<file path="src/rtl/arb88_pkg.sv">
// Shared types and widths for the 8088 memory-port arbiter.
package arb88_pkg;

    localparam int unsigned CNT_W = 4;

    typedef enum logic [1:0] {
        ST_IDLE   = 2'd0,
        ST_ACCESS = 2'd1,
        ST_DONE   = 2'd2
    } state_t;

    typedef enum logic {
        GNT_CPU = 1'b0,
        GNT_B   = 1'b1
    } grant_t;

endpackage

</file>
<file path="src/rtl/mem_arbiter88_if.sv">
// Requester and memory-side signals of the shared 8-bit memory port.
interface mem_arbiter88_if;

    logic        cpu_req;
    logic [19:0] cpu_address;
    logic [7:0]  cpu_data;
    logic        cpu_wreq;
    logic [7:0]  cpu_bus;
    logic        cpu_locked;

    logic        b_req;
    logic [19:0] b_address;
    logic [7:0]  b_wdata;
    logic        b_we;
    logic [7:0]  b_rdata;
    logic        b_ack;

    logic [19:0] mem_address;
    logic [7:0]  mem_wdata;
    logic        mem_we;
    logic [7:0]  mem_rdata;

    // Arbiter side
    modport slave (
        input  cpu_req, cpu_address, cpu_data, cpu_wreq,
        input  b_req, b_address, b_wdata, b_we,
        input  mem_rdata,
        output cpu_bus, cpu_locked, b_rdata, b_ack,
        output mem_address, mem_wdata, mem_we
    );

    // Requester / memory side
    modport master (
        output cpu_req, cpu_address, cpu_data, cpu_wreq,
        output b_req, b_address, b_wdata, b_we,
        output mem_rdata,
        input  cpu_bus, cpu_locked, b_rdata, b_ack,
        input  mem_address, mem_wdata, mem_we
    );

endinterface

</file>
<file path="src/rtl/arb88_pick.sv">
// B-priority grant decision with a CPU anti-starvation burst counter.
module arb88_pick
    import arb88_pkg::*;
#(
    parameter int unsigned B_BURST_MAX = 4
) (
    input  logic   clock,
    input  logic   resetn,
    input  logic   cpu_req,
    input  logic   b_req,
    input  logic   grant_en,
    output logic   grant_valid,
    output grant_t grant_sel
);

    localparam logic [CNT_W-1:0] BURST_LIMIT = CNT_W'(B_BURST_MAX);

    logic [CNT_W-1:0] burst_q, burst_d;

    // Port B wins unless the CPU has waited through BURST_LIMIT B grants
    always_comb begin
        grant_valid = cpu_req | b_req;
        grant_sel   = GNT_CPU;
        if (b_req && !(cpu_req && (burst_q == BURST_LIMIT))) begin
            grant_sel = GNT_B;
        end
    end

    // Count B grants that bypassed a waiting CPU; any other grant clears
    always_comb begin
        burst_d = burst_q;
        if (grant_en && grant_valid) begin
            if (grant_sel == GNT_CPU) begin
                burst_d = '0;
            end else if (cpu_req) begin
                burst_d = (burst_q == BURST_LIMIT) ? burst_q : burst_q + CNT_W'(1);
            end else begin
                burst_d = '0;
            end
        end
    end

    // Burst counter register
    always_ff @(posedge clock) begin
        if (!resetn) begin
            burst_q <= '0;
        end else begin
            burst_q <= burst_d;
        end
    end

endmodule

</file>
<file path="src/rtl/mem_arbiter88.sv">
// Shares one 8-bit memory port between the 8088 core and port B,
// inserting wait states and returning a one-cycle completion strobe.
module mem_arbiter88
    import arb88_pkg::*;
#(
    parameter int unsigned WAIT_STATES = 1,
    parameter int unsigned B_BURST_MAX = 4
) (
    input  logic             clock,
    input  logic             resetn,
    mem_arbiter88_if.slave   bus
);

    state_t           state_q, state_d;
    logic [CNT_W-1:0] wait_q, wait_d;
    grant_t           grant_q, grant_d;
    logic [19:0]      addr_q, addr_d;
    logic [7:0]       wdata_q, wdata_d;
    logic             we_q, we_d;
    logic [7:0]       cpu_bus_q, cpu_bus_d;
    logic [7:0]       b_rdata_q, b_rdata_d;
    logic             locked_q, locked_d;
    logic             ack_q, ack_d;

    logic             grant_en;
    logic             grant_valid;
    grant_t           grant_sel;

    assign grant_en = (state_q == ST_IDLE);

    arb88_pick #(
        .B_BURST_MAX (B_BURST_MAX)
    ) u_pick (
        .clock       (clock),
        .resetn      (resetn),
        .cpu_req     (bus.cpu_req),
        .b_req       (bus.b_req),
        .grant_en    (grant_en),
        .grant_valid (grant_valid),
        .grant_sel   (grant_sel)
    );

    // Next-state and datapath decode; address/data hold unless a new grant is made
    always_comb begin
        state_d   = state_q;
        wait_d    = wait_q;
        grant_d   = grant_q;
        addr_d    = addr_q;
        wdata_d   = wdata_q;
        we_d      = we_q;
        cpu_bus_d = cpu_bus_q;
        b_rdata_d = b_rdata_q;
        locked_d  = 1'b0;
        ack_d     = 1'b0;
        case (state_q)
            ST_IDLE: begin
                if (grant_valid) begin
                    grant_d = grant_sel;
                    if (grant_sel == GNT_B) begin
                        addr_d  = bus.b_address;
                        wdata_d = bus.b_wdata;
                        we_d    = bus.b_we;
                    end else begin
                        addr_d  = bus.cpu_address;
                        wdata_d = bus.cpu_data;
                        we_d    = bus.cpu_wreq;
                    end
                    wait_d  = CNT_W'(WAIT_STATES);
                    state_d = ST_ACCESS;
                end
            end
            ST_ACCESS: begin
                if (wait_q == '0) begin
                    if (!we_q) begin
                        if (grant_q == GNT_CPU) cpu_bus_d = bus.mem_rdata;
                        else                    b_rdata_d = bus.mem_rdata;
                    end
                    if (grant_q == GNT_CPU) locked_d = 1'b1;
                    else                    ack_d    = 1'b1;
                    state_d = ST_DONE;
                end else begin
                    wait_d = wait_q - CNT_W'(1);
                end
            end
            ST_DONE: begin
                state_d = ST_IDLE;
            end
            default: begin
                state_d = ST_IDLE;
            end
        endcase
    end

    // State and datapath registers
    always_ff @(posedge clock) begin
        if (!resetn) begin
            state_q   <= ST_IDLE;
            wait_q    <= '0;
            grant_q   <= GNT_CPU;
            addr_q    <= '0;
            wdata_q   <= '0;
            we_q      <= 1'b0;
            cpu_bus_q <= '0;
            b_rdata_q <= '0;
            locked_q  <= 1'b0;
            ack_q     <= 1'b0;
        end else begin
            state_q   <= state_d;
            wait_q    <= wait_d;
            grant_q   <= grant_d;
            addr_q    <= addr_d;
            wdata_q   <= wdata_d;
            we_q      <= we_d;
            cpu_bus_q <= cpu_bus_d;
            b_rdata_q <= b_rdata_d;
            locked_q  <= locked_d;
            ack_q     <= ack_d;
        end
    end

    assign bus.mem_address = addr_q;
    assign bus.mem_wdata   = wdata_q;
    assign bus.mem_we      = (state_q == ST_ACCESS) && (wait_q == '0) && we_q;
    assign bus.cpu_bus     = cpu_bus_q;
    assign bus.cpu_locked  = locked_q;
    assign bus.b_rdata     = b_rdata_q;
    assign bus.b_ack       = ack_q;

endmodule

</file>
<file path="src/flat_wrapper.sv">
// flat-port wrapper written by rule: the top's interface ports become plain ports
module mem_arbiter88_flat import arb88_pkg::*;
#(
    parameter int unsigned WAIT_STATES = 1,
    parameter int unsigned B_BURST_MAX = 4
)
  (clock, resetn, bus_cpu_req, bus_cpu_address, bus_cpu_data, bus_cpu_wreq, bus_b_req, bus_b_address, bus_b_wdata, bus_b_we, bus_mem_rdata, bus_cpu_bus, bus_cpu_locked, bus_b_rdata, bus_b_ack, bus_mem_address, bus_mem_wdata, bus_mem_we);
  mem_arbiter88_if bus_i ();
  input  logic clock;
  input  logic resetn;
  input wire logic [$bits(bus_i.cpu_req)-1:0] bus_cpu_req;
  input wire logic [$bits(bus_i.cpu_address)-1:0] bus_cpu_address;
  input wire logic [$bits(bus_i.cpu_data)-1:0] bus_cpu_data;
  input wire logic [$bits(bus_i.cpu_wreq)-1:0] bus_cpu_wreq;
  input wire logic [$bits(bus_i.b_req)-1:0] bus_b_req;
  input wire logic [$bits(bus_i.b_address)-1:0] bus_b_address;
  input wire logic [$bits(bus_i.b_wdata)-1:0] bus_b_wdata;
  input wire logic [$bits(bus_i.b_we)-1:0] bus_b_we;
  input wire logic [$bits(bus_i.mem_rdata)-1:0] bus_mem_rdata;
  output wire logic [$bits(bus_i.cpu_bus)-1:0] bus_cpu_bus;
  output wire logic [$bits(bus_i.cpu_locked)-1:0] bus_cpu_locked;
  output wire logic [$bits(bus_i.b_rdata)-1:0] bus_b_rdata;
  output wire logic [$bits(bus_i.b_ack)-1:0] bus_b_ack;
  output wire logic [$bits(bus_i.mem_address)-1:0] bus_mem_address;
  output wire logic [$bits(bus_i.mem_wdata)-1:0] bus_mem_wdata;
  output wire logic [$bits(bus_i.mem_we)-1:0] bus_mem_we;
  assign bus_i.cpu_req = bus_cpu_req;
  assign bus_i.cpu_address = bus_cpu_address;
  assign bus_i.cpu_data = bus_cpu_data;
  assign bus_i.cpu_wreq = bus_cpu_wreq;
  assign bus_i.b_req = bus_b_req;
  assign bus_i.b_address = bus_b_address;
  assign bus_i.b_wdata = bus_b_wdata;
  assign bus_i.b_we = bus_b_we;
  assign bus_i.mem_rdata = bus_mem_rdata;
  assign bus_cpu_bus = bus_i.cpu_bus;
  assign bus_cpu_locked = bus_i.cpu_locked;
  assign bus_b_rdata = bus_i.b_rdata;
  assign bus_b_ack = bus_i.b_ack;
  assign bus_mem_address = bus_i.mem_address;
  assign bus_mem_wdata = bus_i.mem_wdata;
  assign bus_mem_we = bus_i.mem_we;
  mem_arbiter88 #(.WAIT_STATES(WAIT_STATES), .B_BURST_MAX(B_BURST_MAX)) u_core (.clock(clock), .resetn(resetn), .bus(bus_i));
endmodule
</file>
<file path="config.mk">
export PLATFORM = sky130hd
export DESIGN_NAME = mem_arbiter88_flat
export DESIGN_NICKNAME = d
export VERILOG_FILES = /design/src/rtl/arb88_pkg.sv /design/src/rtl/mem_arbiter88_if.sv /design/src/rtl/arb88_pick.sv /design/src/rtl/mem_arbiter88.sv /design/src/flat_wrapper.sv
export SDC_FILE = /design/constraint.sdc
export NUM_CORES = 1
export LEC_CHECK = 0
export BUFFER_PORTS_ARGS = -buffer_cell sky130_fd_sc_hd__buf_2
export CELL_PAD_IN_SITES_DETAIL_PLACEMENT = 0
export CELL_PAD_IN_SITES_GLOBAL_PLACEMENT = 2
export CORE_MARGIN = 2
export CORE_UTILIZATION = 23
export DETAILED_ROUTE_END_ITERATION = 6
export PLACE_DENSITY = 0.68
export SYNTH_ARGS = -nofsm -noshare
export SYNTH_HDL_FRONTEND = slang
export SYNTH_SLANG_ARGS = --single-unit
</file>
<file path="constraint.sdc">
create_clock -name clock -period 4.55 [get_ports clock]
set_input_delay 0.455 -clock clock [delete_from_list [all_inputs] [get_ports clock]]
set_output_delay 0.455 -clock clock [all_outputs]
set_load 0.02 [all_outputs]
</file>
==> reports/metrics.yaml, run 1 <==
cap_violations: 0
synth_area_um2: 2962
start_util_pct: 23.47
crit_family: "simple AND/OR/NAND/NOR gates"
cts_max_level: 3
yosysSeqAreaShare_pct: 39.21
start_kind: "register"
tns_ns: 0
vias: 2798
dp.cells: 577
rsz0062_at_grt: "false"
instances_no_fill: 591
first_iter_violations: 131
hold_class: "in2reg"
diodes: 0
synth-simple-area-share_pct: 17.07
cp_cell_sequence: "inv_1, ha_1, or3b_1, nor3_1, buf_2"
ys_ff_latch: 58
place_hpwl_um: 5853
fin_nets: 490
relSlewSlack_pct: 16.31
drtAntennaViolNets: 0
syn-num-nets: 394
tritoncts: "yes"
synth-xor-area-share_pct: 0.2957
powerDensity_nw_per_um2: 417.8
die_y_um: 117.5
routedWlPerCell_um: 14.98
async_flop_share_pct: 0
overflow: 0
synth_compound_area_share_pct: 34.01
cts-root-buf: "clkbuf_16"
core_area_um2: 12620
critical_path_buf_inv_count: 2
fin_area_um2: 3889
avgSynthCellArea_um2: 9.255
worstPathArrival_ns: 2.10
finalSetupViolations: 0
grt_start_max_net_pins: 63
ys.flop_type: "dfxtp_1"
min_period_ns: 2.551
grt_use_total_pct: 13.10
drc: 0
port_buffers: 116
viasPerCell: 4.734
antenna_found_initial: 0
clkSinkCount: 58
clk_pin_slew_worst_paths_ns: 0.05
synth_edf_count: 0
syn_inst: 320
synth_fa_ha_area_share_pct: 1.690
fp.dieArea_um2: 13800
synth_top_family_by_area: "compound AO/OA/AOI/OAI gates"
yosysWarnings: 0
clock_latency_ns: 0.33
max_stage_delay_ns: 0.67
routed_wl_um: 8851
first_pass_iters: 4
fin_util_pct: 30.81
grt_pass1_vias: 2941
n_fill_cell: 1387
area_growth_syn_to_layout_pct: 31.31
worst-path-stages: 5
synth_cell_type_count: 43
setup_ws_ns: 1.999
layout-drive-gt1-share_pct: 34.13
skew_ns: 0.008899
cp.required_ns: 4.09
grt_pass1_wl_um: 14720
pre_cts_slack_ns: 2.260
cts_buffers: 9
num_rows: 41
clockBufferDepth: 2
post_cts_resized: 0
worst_slew_pin_slew_ns: 1.250
whs_ns: 0.4020
ctsHoldBuffers: 0
leakagePower_nw: 1.793
seqCellArea_um2: 1161
peakVddDrop_uv: 159.6
slowest_stage: "or3b_1"
fin_crit_sh_pct: 56.06
critPathCaptureType: "primary output"
place_congestion: 0.7124
drv_slew: 0
postCtsSetupRepairBufs: 0
hold_violations: 0
fmax_mhz: 392.0
min_path_cells: 3
cp_max_fo: 19
die_width_um: 117.5
power_mw: 1.625
ios: 117
status: "finished clean"
place_area_um2: 3596
multi_input_area_um2: 1575
synthMuxAreaShare_pct: 0
r2r_cells: 5
critPathKind: "reg2out"
path summary, 6_finish.rpt:
path              slack [ns]             startpoint                    end
hold reg to reg         0.47  u_core.bus.cpu_bus[0]  u_core.bus.cpu_bus[0]
setup / recovery        2.00       u_core.wait_q[0]             bus_mem_we
hold / removal          0.40       bus_mem_rdata[1]  u_core.bus.cpu_bus[1]
setup reg to reg        2.40       u_core.wait_q[0]       u_core.wait_q[0]
Yosys cell counts, types with 2 or more instances:
cell type  number  share of area (%)
and3_1         29                6.1
o22ai_1         2               0.42
and4bb_1        2               0.84
nor2_1          2               0.25
clkbuf_1       18                2.3
a21boi_1       13                3.3
o21bai_1       29                7.4
a21oi_1        23                3.9
dfxtp_1        58                 39
buf_2           9                1.5
o21ai_1        20                3.4
and2_1          2               0.42
o311a_1        29                9.8
nand3_1        21                3.5
o21ai_0         2               0.34
or3_1           2               0.42
buf_6           6                2.3
inv_1           6               0.76
ha_1            4                1.7
a21boi_0       16                4.1
nand3b_1        2               0.51
buf_4           3               0.76
or4_1           2               0.51
final cells by class:
class	count	area share, %
well taps	172	5.534
flip-flops and latches	58	29.86
clock inverters	3	1.030
repair buffers	121	15.89
clock buffers	11	6.499
multi-input cells	219	40.51
inverters	7	0.6757
worst register-to-register path: cells and delay by family (launching register included):
family / cells / cell delay (ns)
adder cells (fa/ha/maj): 1 / 0.16
flip-flops: 1 / 0.31
AO/OA/AOI/OAI: 2 / 0.48
AND/OR/NAND/NOR: 1 / 0.98
buffers and inverters: 1 / 0.10
state kept, by name, indices dropped and copies added, names as in the netlist:
register / count
u_core.grant_q: 1
u_core.u_pick.burst_q: 4
u_core.bus.b_rdata: 8
u_core.bus.mem_address: 20
u_core.wait_q: 4
u_core.bus.cpu_bus: 8
u_core.state_q: 2
u_core.bus.b_ack: 1
u_core.bus.cpu_locked: 1
u_core.bus.mem_wdata: 8
u_core.we_q: 1
cell families after synthesis:
| group | Yosys count |
|---|---|
| compound gates | 139 |
| flops | 58 |
| fa+ha+maj | 4 |
| buf+inv | 43 |
| simple gates | 75 |
| xor+xnor | 1 |
metal layers:
metal / up-vias / wire length (um) / GRT usage (%)
li1: 1413 / - / -
met3: 9 / 805 / 5.572
met4: 0 / 91 / 4.217
met1: 1281 / 3977 / 15.81
met2: 95 / 3977 / 21.09
met5: - / 0 / 0
report_power, final:
part	internal (mW)	total, mW	switching [mW]
Sequential	0.559	0.590	0.0308
Combinational	0.147	0.364	0.217
Clock	0.445	0.670	0.226
Total	1.15	1.62	0.473
layout by cell type, fill, tap and decap left out, types with 2 or more instances in the layout:
master,n
o21ai_0,2
o21ai_2,2
clkbuf_16,9
o22ai_1,2
buf_2,116
o311a_1,29
o21ai_1,19
clkbuf_8,2
inv_1,6
nor2_1,2
or4_1,2
dfxtp_1,58
nand3_1,21
and2_1,2
ha_1,4
clkinv_2,2
a21boi_1,13
nand3b_1,2
and4bb_1,2
or3_1,2
and3_1,29
buf_4,5
o21bai_1,29
a21boi_0,16
a21oi_1,23
Power figures use the tool's default switching activity.
==> inputs of run 2 (changes only) <==
- clock period: 4.55 -> 2.7 ns (I/O delays scaled with it)
==> run 2 against run 1 <==
Net effect:
- sequential share of layout area decreased by 0.32 points
- register-to-register slack got worse by 1.6 ns
- critical path depth is 1 higher
- critical path type unchanged
- largest power group unchanged
- highest routed layer unchanged
==> reports/metrics.yaml, run 2 (same netlist as run 1, synthesis figures left out) <==
routed_wl_um: 9061  # was 8851 um
ios: 117  # unchanged
ctsHoldBuffers: 0  # unchanged
start_kind: "register"  # unchanged
fin_nets: 494  # was 490
post_cts_resized: 0  # unchanged
place_hpwl_um: 5943  # was 5853 um
first_iter_violations: 176  # was 131
r2r_start: "u_core.u_pick.burst_q[0]"  # was u_core.wait_q[0]
postCtsSetupRepairBufs: 0  # unchanged
power_mw: 2.797  # was 1.625 mW
grt_use_total_pct: 13.31  # was 13.10%
area_growth_syn_to_layout_pct: 32.74  # was 31.31%
hold_class: "in2reg"  # unchanged
instances_no_fill: 596  # was 591
dp.cells: 581  # was 577
worstPathArrival_ns: 1.97  # was 2.10 ns
routedWlPerCell_um: 15.20  # was 14.98 um
relSlewSlack_pct: 65.14  # was 16.31%
fin_util_pct: 31.15  # was 30.81%
drtAntennaViolNets: 0  # unchanged
tritoncts: "yes"  # unchanged
drc: 0  # unchanged
layout_common_cells: "buf_2 (116), dfxtp_1 (58), and3_1 (29), o21bai_1 (29), o311a_1 (29)"  # unchanged
rsz0062_at_grt: "false"  # unchanged
diodes: 0  # unchanged
hp-start: "bus_mem_rdata[7]"  # was bus_mem_rdata[1]
drv_slew: 0  # unchanged
clock_latency_ns: 0.33  # about the same
status: "finished clean"  # unchanged
cts_max_level: 3  # unchanged
layout-drive-gt1-share_pct: 34.67  # was 34.13%
first_pass_iters: 4  # unchanged
core_area_um2: 12620  # unchanged
largest_reg_flops: 20  # unchanged
peakVddDrop_uv: 322.4  # was 159.6 uV
clkSinkCount: 58  # unchanged
place_congestion: 0.7467  # was 0.7124
cts_buffers: 9  # unchanged
die_width_um: 117.5  # unchanged
overflow: 0  # unchanged
antenna_found_initial: 0  # unchanged
fin_crit_sh_pct: 82.81
cts-root-buf: "clkbuf_16"  # unchanged
clk_pin_slew_worst_paths_ns: 0.05  # about the same
cap_violations: 0  # unchanged
clockBufferDepth: 2  # unchanged
fmax_mhz: 447.3
vias: 2856  # was 2,798
viasPerCell: 4.792  # was 4.734
setup_ws_ns: 0.4642  # was 1.999 ns
powerDensity_nw_per_um2: 711.4  # was 417.8 nW/um^2
cp.required_ns: 2.43  # was 4.09 ns
start_util_pct: 23.47  # unchanged
finalSetupViolations: 0  # unchanged
min_period_ns: 2.236
grt_pass1_vias: 2897  # was 2,941
fp.dieArea_um2: 13800  # unchanged
final_common_cell: "buf_2"  # unchanged
skew_ns: 0.006630  # was 0.008899 ns
port_buffers: 116  # unchanged
grt_pass1_wl_um: 14780  # was 14,720 um
hold_violations: 0  # unchanged
pre_cts_slack_ns: 0.8300  # was 2.260 ns
grt_start_max_net_pins: 60  # was 63
leakagePower_nw: 1.817  # was 1.793 nW
critPathCaptureType: "primary output"  # unchanged
tns_ns: 0  # unchanged
num_rows: 41  # unchanged
worst_slew_pin_slew_ns: 0.5207  # was 1.250 ns
die_y_um: 117.5  # unchanged
critPathKind: "reg2out"  # unchanged
startpoint: "u_core.wait_q[0]"  # unchanged
cp_max_fo: 19  # unchanged
==> run 2: cell count changes in the layout (fill, tap and decap cells not counted) <==
cell | before | now
clkbuf_8 | 2 | 3
clkinv_2 | 2 | 1
buf_4 | 5 | 9
clkbuf_1 | 0 | 1
==> run 2: final cells by class <==
class	count	area [um^2]
Inverter	7	26.28
Multi-Input combinational cell	219	1575
Clock buffer	13	270.3
Sequential cell	58	1161
Tap cell	172	215.2
Fill cell	1400	8688
Timing Repair Buffer	125	648.1
Clock inverter	2	35.03
==> run 2: metrics by stage <==
stage	hold slack, ns	area, um^2
6_report	0.2037	3931
5_1_grt	0.2026	3931
4_1_cts	0.1888	3931
3_5_place_dp	0.4640	3626
3_3_place_gp	0.4659	3626
2_1_floorplan	0.4176	2962
==> run 2: critical path, cell delays in order (launching register included) <==
cell     delay, ns
dfxtp_1       0.32
inv_1         0.09
ha_1          0.16
or3b_1        0.34
buf_4         0.22
nor3_1        0.29
buf_2         0.23
==> run 2: routing by layer <==
layer  global-route usage [%]  routed length (um)  vias up
met5                        0                   0        -
met1                    15.84                4068     1336
met3                    7.122                 868        4
li1                         -                   -     1417
met4                    2.711                  46        0
met2                    21.35                4076       99
==> run 2: final timing paths <==
| check | end | slack, ns | cells past startpoint |
|---|---|---|---|
| min reg2reg | u_core.bus.cpu_bus[0] | 0.46 | 2 |
| max | bus_mem_we | 0.46 | 6 |
| max reg2reg | u_core.bus.mem_address[4] | 0.84 | 6 |
| min | u_core.bus.cpu_bus[7] | 0.20 | 3 |
==> run 2: power breakdown <==
part           internal [mW]  total (mW)  switching [mW]  leakage (nW)
Combinational          0.258       0.631           0.372          1.19
Clock                  0.782        1.17           0.390         0.152
Sequential             0.942       0.994          0.0516         0.476
Total                   1.98        2.80           0.814          1.82
